===== config.mk =====
export PLATFORM = sky130hd
export DESIGN_NAME = param_pwm_compare
export DESIGN_NICKNAME = d
export VERILOG_FILES = /design/src/rtl/param_pwm_compare.sv
export SDC_FILE = /design/constraint.sdc
export NUM_CORES = 1
export LEC_CHECK = 0
export BUFFER_PORTS_ARGS = -buffer_cell sky130_fd_sc_hd__buf_2
export CORE_ASPECT_RATIO = 0.9
export CORE_MARGIN = 4
export CORE_UTILIZATION = 45
export DETAILED_ROUTE_END_ITERATION = 16
export PLACE_DENSITY = 0.74
export SLEW_MARGIN = 25
export SYNTH_ARGS = -nofsm -noshare
export SYNTH_HDL_FRONTEND = slang
export SYNTH_SLANG_ARGS = --single-unit

===== constraint.sdc =====
create_clock -name clk -period 2.4 [get_ports clk]
set_input_delay 0.36 -clock clk [delete_from_list [all_inputs] [get_ports clk]]
set_output_delay 0.36 -clock clk [all_outputs]
set_load 0.03 [all_outputs]

===== src/rtl/param_pwm_compare.sv =====
// PWM generator driven by an upstream wrap counter; duty threshold is shadowed and
// committed only at period wrap. All outputs registered (1 cycle) except duty_ready.
module param_pwm_compare #(
  parameter int W   = 16,
  parameter int TOP = 39999
) (
  input  logic         clk,
  input  logic         rst_,
  input  logic         cnt_en,
  input  logic [W-1:0] cnt,
  input  logic         run,
  input  logic         pol,
  input  logic [W-1:0] duty_data,
  input  logic         duty_valid,
  output logic         duty_ready,
  output logic         pwm_out,
  output logic         period_pulse,
  output logic         cmp_pulse,
  output logic         upd_done
);

  localparam logic [W-1:0] TOP_V    = W'(TOP);
  localparam logic [W:0]   FULL_EXT = (W+1)'(TOP + 1);
  localparam logic [W-1:0] FULL_V   = W'(TOP + 1);

  typedef enum logic [1:0] {IDLE, ARMED, RUN, STOPPING} state_t;

  state_t       state_q, state_d;
  logic [W-1:0] duty_act_q, duty_act_d;
  logic [W-1:0] shadow_q, shadow_d;
  logic         pending_q, pending_d;
  logic         pwm_q, pwm_d;
  logic         per_q, per_d;
  logic         cmp_q, cmp_d;
  logic         upd_q, upd_d;

  logic         wrap;
  logic         gen;
  logic         active;
  logic         load;
  logic [W-1:0] duty_clamp;

  assign wrap       = cnt_en && (cnt == TOP_V);
  assign gen        = (state_q == RUN) || (state_q == STOPPING);
  assign active     = gen && (cnt < duty_act_q);
  assign duty_ready = !pending_q;
  assign load       = duty_valid && !pending_q;
  // Anything above TOP+1 already means "always active"; saturate so the compare stays meaningful.
  assign duty_clamp = ({1'b0, duty_data} > FULL_EXT) ? FULL_V : duty_data;

  always_comb begin
    state_d    = state_q;
    duty_act_d = duty_act_q;
    shadow_d   = shadow_q;
    pending_d  = pending_q;
    upd_d      = 1'b0;

    case (state_q)
      IDLE:     if (run) state_d = ARMED;
      ARMED: begin
        if (!run)      state_d = IDLE;
        else if (wrap) state_d = RUN;
      end
      RUN:      if (!run) state_d = STOPPING;
      STOPPING: begin
        if (run)       state_d = RUN;
        else if (wrap) state_d = IDLE;
      end
      default:  state_d = IDLE;
    endcase

    // Load needs pending low and commit needs it high, so the two never collide.
    if (load) begin
      shadow_d  = duty_clamp;
      pending_d = 1'b1;
    end else if (wrap && pending_q) begin
      duty_act_d = shadow_q;
      pending_d  = 1'b0;
      upd_d      = 1'b1;
    end

    pwm_d = active ^ pol;
    per_d = (wrap && gen) || ((state_q == ARMED) && run && wrap);
    cmp_d = gen && cnt_en && (cnt == duty_act_q) && (duty_act_q != '0) && (duty_act_q <= TOP_V);
  end

  always_ff @(posedge clk or negedge rst_) begin
    if (!rst_) begin
      state_q    <= IDLE;
      duty_act_q <= '0;
      shadow_q   <= '0;
      pending_q  <= 1'b0;
      pwm_q      <= 1'b0;
      per_q      <= 1'b0;
      cmp_q      <= 1'b0;
      upd_q      <= 1'b0;
    end else begin
      state_q    <= state_d;
      duty_act_q <= duty_act_d;
      shadow_q   <= shadow_d;
      pending_q  <= pending_d;
      pwm_q      <= pwm_d;
      per_q      <= per_d;
      cmp_q      <= cmp_d;
      upd_q      <= upd_d;
    end
  end

  assign pwm_out      = pwm_q;
  assign period_pulse = per_q;
  assign cmp_pulse    = cmp_q;
  assign upd_done     = upd_q;

endmodule

Word level (Yosys, flattened, before mapping)
Cells that the tools add are included.
{"block": "word_totals", "word_cells": 53, "out_inout_bits": 5, "input_bits": 38, "ff_bits": 39}
{"block": "classes", "eq_ne": 9, "muxes": 12, "n_reduce_logical": 19, "magnitude_cmp": 3, "bitwise_logic": 2}
{"cell": "$eq 16x16->1", "count": 1}
{"cell": "$eq 16x16->1 const B", "count": 1}
{"cell": "$gt 16x16->1 const B", "count": 1}
{"cell": "$le 16x16->1 const B", "count": 1}
{"cell": "$lt 16x16->1", "count": 1}
{"cell": "$mux 16", "count": 1}
{"cell": "$reduce_bool 16->1", "count": 1}
{"cell": "$mux 2", "count": 6}
{"cell": "$logic_and 1x1->1", "count": 11}
{"cell": "$pmux 2 s4", "count": 1}
{"cell": "$ne 3x3->1 const B", "count": 2}
{"cell": "$eq 2x2->1 const B", "count": 2}
{"cell": "$mux 1", "count": 4}
{"cell": "$ne 2x2->1 const B", "count": 2}
{"cell": "$reduce_and 4->1", "count": 1}
{"cell": "$eq 2x1->1 const B", "count": 1}
{"cell": "$logic_not 2->1", "count": 1}
{"cell": "$logic_or 1x1->1", "count": 2}
{"cell": "$reduce_and 2->1", "count": 1}
{"cell": "$reduce_bool 2->1", "count": 1}
{"cell": "$logic_not 1->1", "count": 1}
{"cell": "$not 1->1", "count": 1}
{"cell": "$xor 1x1->1", "count": 1}

Depth between registers and ports, before layout
Gate-level depths: netlist of run 1.
{"block": "logic_depth", "depth_word": 6, "mapped_depth": 7, "ltp_nobuf": 7}

Least setup slack after synthesis of run 1
OpenSTA, ideal clock, no wires.
{"block": "synth_path", "kind": "reg2reg", "start": "register duty_act_q[13]", "end": "register pwm_q (netlist: pwm_out)", "setup_slack_ns": 0.635, "required_ns": 2.277, "arrival_ns": 1.643, "path_stages_with_launch": 8, "path_cell_list": "dfrtp_1 > inv_1 > ha_1 > a21o_1 > a21o_1 > a211o_1 > a221o_1 > xnor2_1"}
{"block": "synth_between", "elab_chain_len": 3}
{"element": "start: declaration", "line_no": "29", "text": "logic [W-1:0] duty_act_q, duty_act_d;"}
{"element": "start signal: assignment", "line_no": "99", "text": "duty_act_q <= duty_act_d;"}
{"element": "$lt 16x16->1", "line_no": "45", "text": "assign active = gen && (cnt < duty_act_q);"}
{"element": "$logic_and 1x1->1", "line_no": "45"}
{"element": "$xor 1x1->1", "line_no": "82", "text": "pwm_d = active ^ pol;"}
{"element": "named net pwm_d", "line_no": "32", "text": "logic pwm_q, pwm_d;"}
{"element": "end signal: assignment", "line_no": "102", "text": "pwm_q <= pwm_d;"}
{"element": "end: declaration", "line_no": "32"}
The timed path passes the listed nets, and every way through them passes these cells.
A chain may end at the register's enable or synchronous reset.

Worst setup path in the final report of run 1
Ends and elaborated chain as after synthesis.

==> impl_metrics.ini, run 1 <==
[sta]
min_period_over_period_pct = 79.28
rsz0062_at_grt = no
worst_slack_ps = 497.2
period_minus_slack_ps = 1903
slew_headroom_pct = 43.60
tightest_slew_ps = 846.0
finalHoldViolations = 0
clock_skew_ps = 4.585
finalSetupTns_ps = 0
setup_viol = 0
clock.fmax_mhz = 525.5
finalMaxSlewViolations = 0

[clock_tree]
clk_path_buf_depth = 2
cts_sinks = 39
worstSkewPairLatency_ps = 290
post_cts_resized = 0
path_clk_slew_ps = 80
ctsHoldBuffers = 0
cts_tree = yes
h-tree-depth = 2
cts_made_buffers = 5
postCtsSetupBuffers = 0
root_buffer = clkbuf_8

[global_route]
grt-ovfl-total = 0
first_global_vias = 1557
grt_antenna_before_repair = 0
grt_util_all_layers_pct = 16.05
grt_pass1_wl_um = 7134
grt_max_degree = 40

[die]
num_rows = 23
initial_core_util_pct = 46.79
io_pins = 43
fp.dieH_um = 72.61
core_area_um2 = 4461
dieWidth_um = 79.79
dieArea_um2 = 5793

[logic_synthesis]
seq_area_frac_synth_pct = 46.76
netlist_instances = 203
synth_top_cell_area_share_pct = 46.76
syn_area_um2 = 2087
yosysWarningCount = 0
syn_nets = 257
yosysTopAreaCell = dfrtp_1
ys_ff_latch = 39
ys_types = 32
syn_area_per_cell_um2 = 10.28
synth_area_leaders = dfrtp_1 (47%), ha_1 (9.6%), mux2_4 (5.8%)

[detailed_routing]
drc = 0
routedWlPerCell_um = 13.75
drtIter0Drc = 50
dr.pass1.iters = 5
routed_wl_um = 4263
ant_nets = 0
via_per_inst = 5.152
dr_total_vias = 1597

[min_path]
min_path_type = input port to async pin

[job]
cap_violations = 0

[worst_setup_path]
crit_fanout = 4
cp-end-kind = flop
cp.required_ps = 2580
crit_type = flop to flop
cp-start-kind = flop
reg2reg_slack_ps = 500
r2r_end = pwm_out$_DFF_PN0_
rr_worst_depth = 7
reg2reg_from = duty_act_q[13]$_DFFE_PN0P_
arrival_ps = 2080

[run_status]
status = complete, no violations

[final_layout]
drive_gt1_share_pct = 28.63
nets = 301
n_antenna_cell = 0
syn_to_final_growth_pct = 17.69

[place]
place_ws_ps = 461.2
place_congestion = 0.8599
portBuffers = 42
place_hpwl_um = 3363

[power_and_ir_drop]
ir_worst_vdd_mv = 0.2430
power_density_nw_per_um2 = 558.8
p_leak_nw = 1.247
stage by stage:
| step | utilization (%) | total power (W) | area (µm²) | hold slack (ps) | instances |
|---|---|---|---|---|---|
| after global routing | 55.06 | 0.001443 | 2456 | 249.5 | 310 |
| final | 55.06 | 0.001372 | 2456 | 170.5 | 310 |
| after global placement | 52.48 | 0.0008372 | 2341 | 451.8 | 302 |
| after detailed placement | 52.48 | 0.0008441 | 2341 | 457.3 | 302 |
| after CTS | 55.01 | 0.001386 | 2454 | 204.9 | 310 |
| after floorplan | - | 0.0007736 | 2087 | 64.41 | 203 |
placed cells by master, fill, tap and decap left out, types with 5 or more instances in the layout:
master	synthesis	routed
buf_2	0	42
dfrtp_1	39	39
nand2_1	32	32
inv_1	19	19
ha_1	16	16
a21oi_1	12	12
nand3_1	11	11
nor2_1	10	10
mux2_2	9	9
mux2_4	8	8
nand4_1	6	6
nor4_1	6	6
clkbuf_8	0	5
cell usage after synthesis:
| cell type | count |
|---|---|
| dfrtp_1 | 39 |
| nand2_1 | 32 |
| inv_1 | 19 |
| ha_1 | 16 |
| a21oi_1 | 12 |
| nand3_1 | 11 |
| nor2_1 | 10 |
| mux2_2 | 9 |
| mux2_4 | 8 |
| nand4_1 | 6 |
| nor4_1 | 6 |
| o21ai_0 | 4 |
| clkbuf_1 | 3 |
| nor2b_1 | 3 |
| nor3_1 | 3 |
| a21o_1 | 2 |
| and4_1 | 2 |
| and4bb_1 | 2 |
| buf_6 | 2 |
| xnor2_1 | 2 |
| a211o_1 | 1 |
| a221o_1 | 1 |
| and4b_1 | 1 |
| nand2_4 | 1 |
| nand4b_1 | 1 |
| nor2_2 | 1 |
| nor4b_1 | 1 |
| o211ai_1 | 1 |
| o21a_1 | 1 |
| o2bb2ai_2 | 1 |
| o31ai_1 | 1 |
| or3_1 | 1 |
critical path, stage by stage, from the launching register on:
cell and delay [ps]:
dfrtp_1 400, inv_1 70, ha_1 300, a21o_1 160, a21o_1 170, a211o_1 290
a221o_1 270, xnor2_1 130
kinds of logic after synthesis:
family	after synthesis	synth area share (%)
buffers and inverters	24	5.036
AO/OA/AOI/OAI	24	7.254
AND/OR/NAND/NOR	81	19.91
multiplexers	17	10.61
flip-flops	39	46.76
XOR/XNOR	2	0.8395
adder cells (fa/ha/maj)	16	9.592
power breakdown:
part	switching [W]	internal (W)	total [W]
Sequential	0.0000185	0.000687	0.000705
Combinational	0.0000686	0.0000545	0.000123
Clock	0.000234	0.000309	0.000544
Total	0.000321	0.00105	0.00137
layer usage:
layer / track usage, % / share of wire [%] / vias to the layer above
li1: - / - / 800
met1: 21.55 / 49 / 736
met2: 25.02 / 43 / 52
met3: 3.580 / 6.5 / 9
met4: 7.129 / 1.8 / 0
met5: 0 / 0 / -
registers in the layout (all words and copies together), names as in the netlist, named ones only:
signal        cells
state_q           1
pwm_out           1
shadow_q         16
cmp_pulse         1
period_pulse      1
duty_act_q       16
upd_done          1
pending_q         1
area by class of cell:
type / instances / area [µm²]
Clock buffer: 5 / 68.82
Fill cell: 414 / 2004
Inverter: 19 / 71.32
Timing Repair Buffer: 42 / 210.2
Multi-Input combinational cell: 140 / 1008
Sequential cell: 39 / 975.9
Tap cell: 62 / 77.57
Clock inverter: 3 / 43.79
worst max path at each step:
| stage | slack, ps | startpoint | end |
|---|---|---|---|
| finish | 500 | duty_act_q[13]$_DFFE_PN0P_ | pwm_out$_DFF_PN0_ |
| global route | 380 | duty_act_q[13]$_DFFE_PN0P_ | pwm_out$_DFF_PN0_ |
| CTS | 490 | duty_act_q[13]$_DFFE_PN0P_ | pwm_out$_DFF_PN0_ |
| detailed placement | 460 | cnt[13] | pwm_out$_DFF_PN0_ |
| global placement | 530 | cnt[13] | pwm_out$_DFF_PN0_ |
| floorplan | 630 | duty_act_q[13]$_DFFE_PN0P_ | pwm_out$_DFF_PN0_ |
Power figures use the tool's default switching activity.
==> inputs of run 2 (changes only) <==
--- a/config.mk
+++ b/config.mk
@@ -5,12 +5,13 @@
 export SDC_FILE = /design/constraint.sdc
 export NUM_CORES = 1
 export LEC_CHECK = 0
+export ABC_AREA = 1
 export BUFFER_PORTS_ARGS = -buffer_cell sky130_fd_sc_hd__buf_2
 export CORE_ASPECT_RATIO = 0.9
 export CORE_MARGIN = 4
 export CORE_UTILIZATION = 45
 export DETAILED_ROUTE_END_ITERATION = 16
-export PLACE_DENSITY = 0.74
+export PLACE_DENSITY = 0.76
 export SLEW_MARGIN = 25
 export SYNTH_ARGS = -nofsm -noshare
 export SYNTH_HDL_FRONTEND = slang
==> constraint.sdc (replaced) <==
create_clock -name clk -period 1.6 [get_ports clk]
set_input_delay 0.24 -clock clk [delete_from_list [all_inputs] [get_ports clk]]
set_output_delay 0.24 -clock clk [all_outputs]
set_load 0.03 [all_outputs]
==> impl_metrics.ini, run 2 <==
[detailed_routing]
drc = 0
dr_total_vias = 1932
drtIter0Drc = 73
routed_wl_um = 4777
dr.pass1.iters = 4
routedWlPerCell_um = 11.51
via_per_inst = 4.655
ant_nets = 0

[worst_setup_path]
cp.required_ps = 1360
reg2reg_slack_ps = 160
r2r_end = pwm_out$_DFF_PN0_
reg2reg_from = duty_act_q[13]$_DFFE_PN0P_
cp-start-kind = flop
arrival_ps = 1300
rr_worst_depth = 10
crit_fanout = 19
crit_type = flop to primary output
critPathLaunch = pending_q$_DFFE_PN0P_
cp-end-kind = primary output
worst_path_max_delay_cell = dfrtp_1
path_cells = inv_2 -> buf_2
worst_path_largest_cell_delay_ps = 430

[die]
dieWidth_um = 83.05
io_pins = 43
core_area_um2 = 4865
num_rows = 24
dieArea_um2 = 6273
fp.dieH_um = 75.54
initial_core_util_pct = 46.89

[final_layout]
most-common-layout-cells = nand2_1 (69), nor2_1 (67), buf_2 (42)
n_antenna_cell = 0
final_util_pct = 54.86
reg_top3 = duty_act_q (16), shadow_q (16)
drive_gt1_share_pct = 18.57
nets = 403
fillers = 494
final_common_cell = nand2_1
syn_to_final_growth_pct = 17.00

[min_path]
min_path_type = input port to flop
whs_path_depth = 3
min_from = pol
min_to = pwm_out$_DFF_PN0_

[clock_tree]
h-tree-depth = 2
clk_path_buf_depth = 2
cts_made_buffers = 5
cts_tree = yes
worstSkewPairLatency_ps = 300
root_buffer = clkbuf_8
cts_sinks = 39
path_clk_slew_ps = 80

[place]
place_congestion = 0.8453
portBuffers = 42
place_hpwl_um = 3707

[sta]
finalMaxSlewViolations = 0
finalHoldViolations = 0
min_period_over_period_pct = 96.03
rsz0062_at_grt = no
clock.fmax_mhz = 650.8
tightest_slew_ps = 485.5
clock_skew_ps = 7.262
setup_viol = 0
period_minus_slack_ps = 1536
slew_headroom_pct = 67.63
fin_hold_ws_ps = 154.3
finalSetupTns_ps = 0

[global_route]
grt_pass1_wl_um = 8190
grt_util_all_layers_pct = 16.40
grt-ovfl-total = 0
grt_max_degree = 40
grt_antenna_before_repair = 0
first_global_vias = 1842

[logic_synthesis]
netlist_instances = 302
ys_types = 27
yosysTopAreaCell = dfrtp_1
syn_area_um2 = 2281
synth_top_cell_area_share_pct = 42.79
async_flop_share_pct = 100.0
yosysWarningCount = 0
synth_edf_count = 0
yosysMostFrequentCell = nand2_1
synth_area_leaders = dfrtp_1 (43%), nand2_1 (11%), nor2_1 (11%)
synthTopCellsByCount = nand2_1 (69), nor2_1 (68), dfrtp_1 (39)
seq_area_frac_synth_pct = 42.79
syn_area_per_cell_um2 = 7.553
ys_ff_latch = 39
syn_nets = 356
synth_ff_type = dfrtp_1

[power_and_ir_drop]
power_density_nw_per_um2 = 728.1
p_leak_nw = 1.455
ir_worst_vdd_mv = 0.6297
report.power.total_w = 0.001943

[run_status]
status = complete, no violations

[job]
cap_violations = 0
==> run 2: cell count changes after synthesis, moves of 3 or more <==
cell,delta
nor2b_1,-3
nand2_1,+37
inv_1,+19
nor2_1,+58
nor4_1,-3
buf_2,+3
inv_2,+3
nor3_1,+14
mux2_2,-9
mux2_4,-8
==> run 2: repair_timing <==
action | CTS | global route
buffers inserted | 0 | 1
endpoints found under the hold margin | 32 | 0
setup endpoints to repair | 0 | 1
gates resized for setup | 0 | 1
hold buffers | 1 | 0
==> run 2: logic make-up (layout without fill, tap and decap cells) <==
kind of cell,count (synthesis),after routing,synth area share [%]
AO/OA/AOI/OAI,15,15,3.401
XOR/XNOR,1,1,0.3841
adder cells (fa/ha/maj),16,16,8.777
buffers and inverters,47,95,8.393
flip-flops,39,39,42.79
AND/OR/NAND/NOR,184,184,36.26
==> run 2: routing by layer <==
| layer | track usage [%] | part of all wire [%] |
|---|---|---|
| met1 | 21.03 | 51 |
| met5 | 0 | 0 |
| met2 | 27.94 | 42 |
| met4 | 4.356 | 0.96 |
| met3 | 4.541 | 5.8 |
==> run 2: worst max-delay path by stage <==
stage / to / slack (ps)
detailed placement: pwm_out$_DFF_PN0_ / 140
floorplan: duty_act_q[10]$_DFFE_PN0P_ / 250
global placement: pwm_out$_DFF_PN0_ / 160
global route: pwm_out$_DFF_PN0_ / 0.4
finish: duty_ready / 60
CTS: duty_ready / 50
==> run 2: metrics by stage <==
| stage | worst slack (ps) | cell area (µm²) | cells |
|---|---|---|---|
| 6_report | 63.52 | 2669 | 415 |
| 5_1_grt | 0.3654 | 2669 | 415 |
| 4_1_cts | 52.00 | 2659 | 414 |
| 3_5_place_dp | 136.4 | 2550 | 405 |
| 3_3_place_gp | 164.8 | 2550 | 405 |
| 2_1_floorplan | 251.5 | 2281 | 302 |
==> run 2: layout make-up <==
class                           count  area [µm²]  area share (%)
Multi-Input combinational cell    216        1116           41.82
Timing Repair Buffer               46       242.7           9.095
Tap cell                           65       81.33           3.047
Inverter                           41       153.9           5.767
Sequential cell                    39       975.9           36.57
Clock inverter                      2       16.27          0.6095
Clock buffer                        6       82.58           3.094
==> run 2: power breakdown <==
group	internal [W]	total, W	leakage (nW)	switching [W]
logic	0.0000824	0.000197	0.889	0.000115
clock network	0.000352	0.000723	0.0474	0.000371
registers	0.00101	0.00102	0.519	0.0000145
==> run 2: critical path, delay by kind of cell (launching register included) <==
kind / cells / cell delay [ps]
buffers and inverters: 2 / 560
flip-flops: 1 / 430
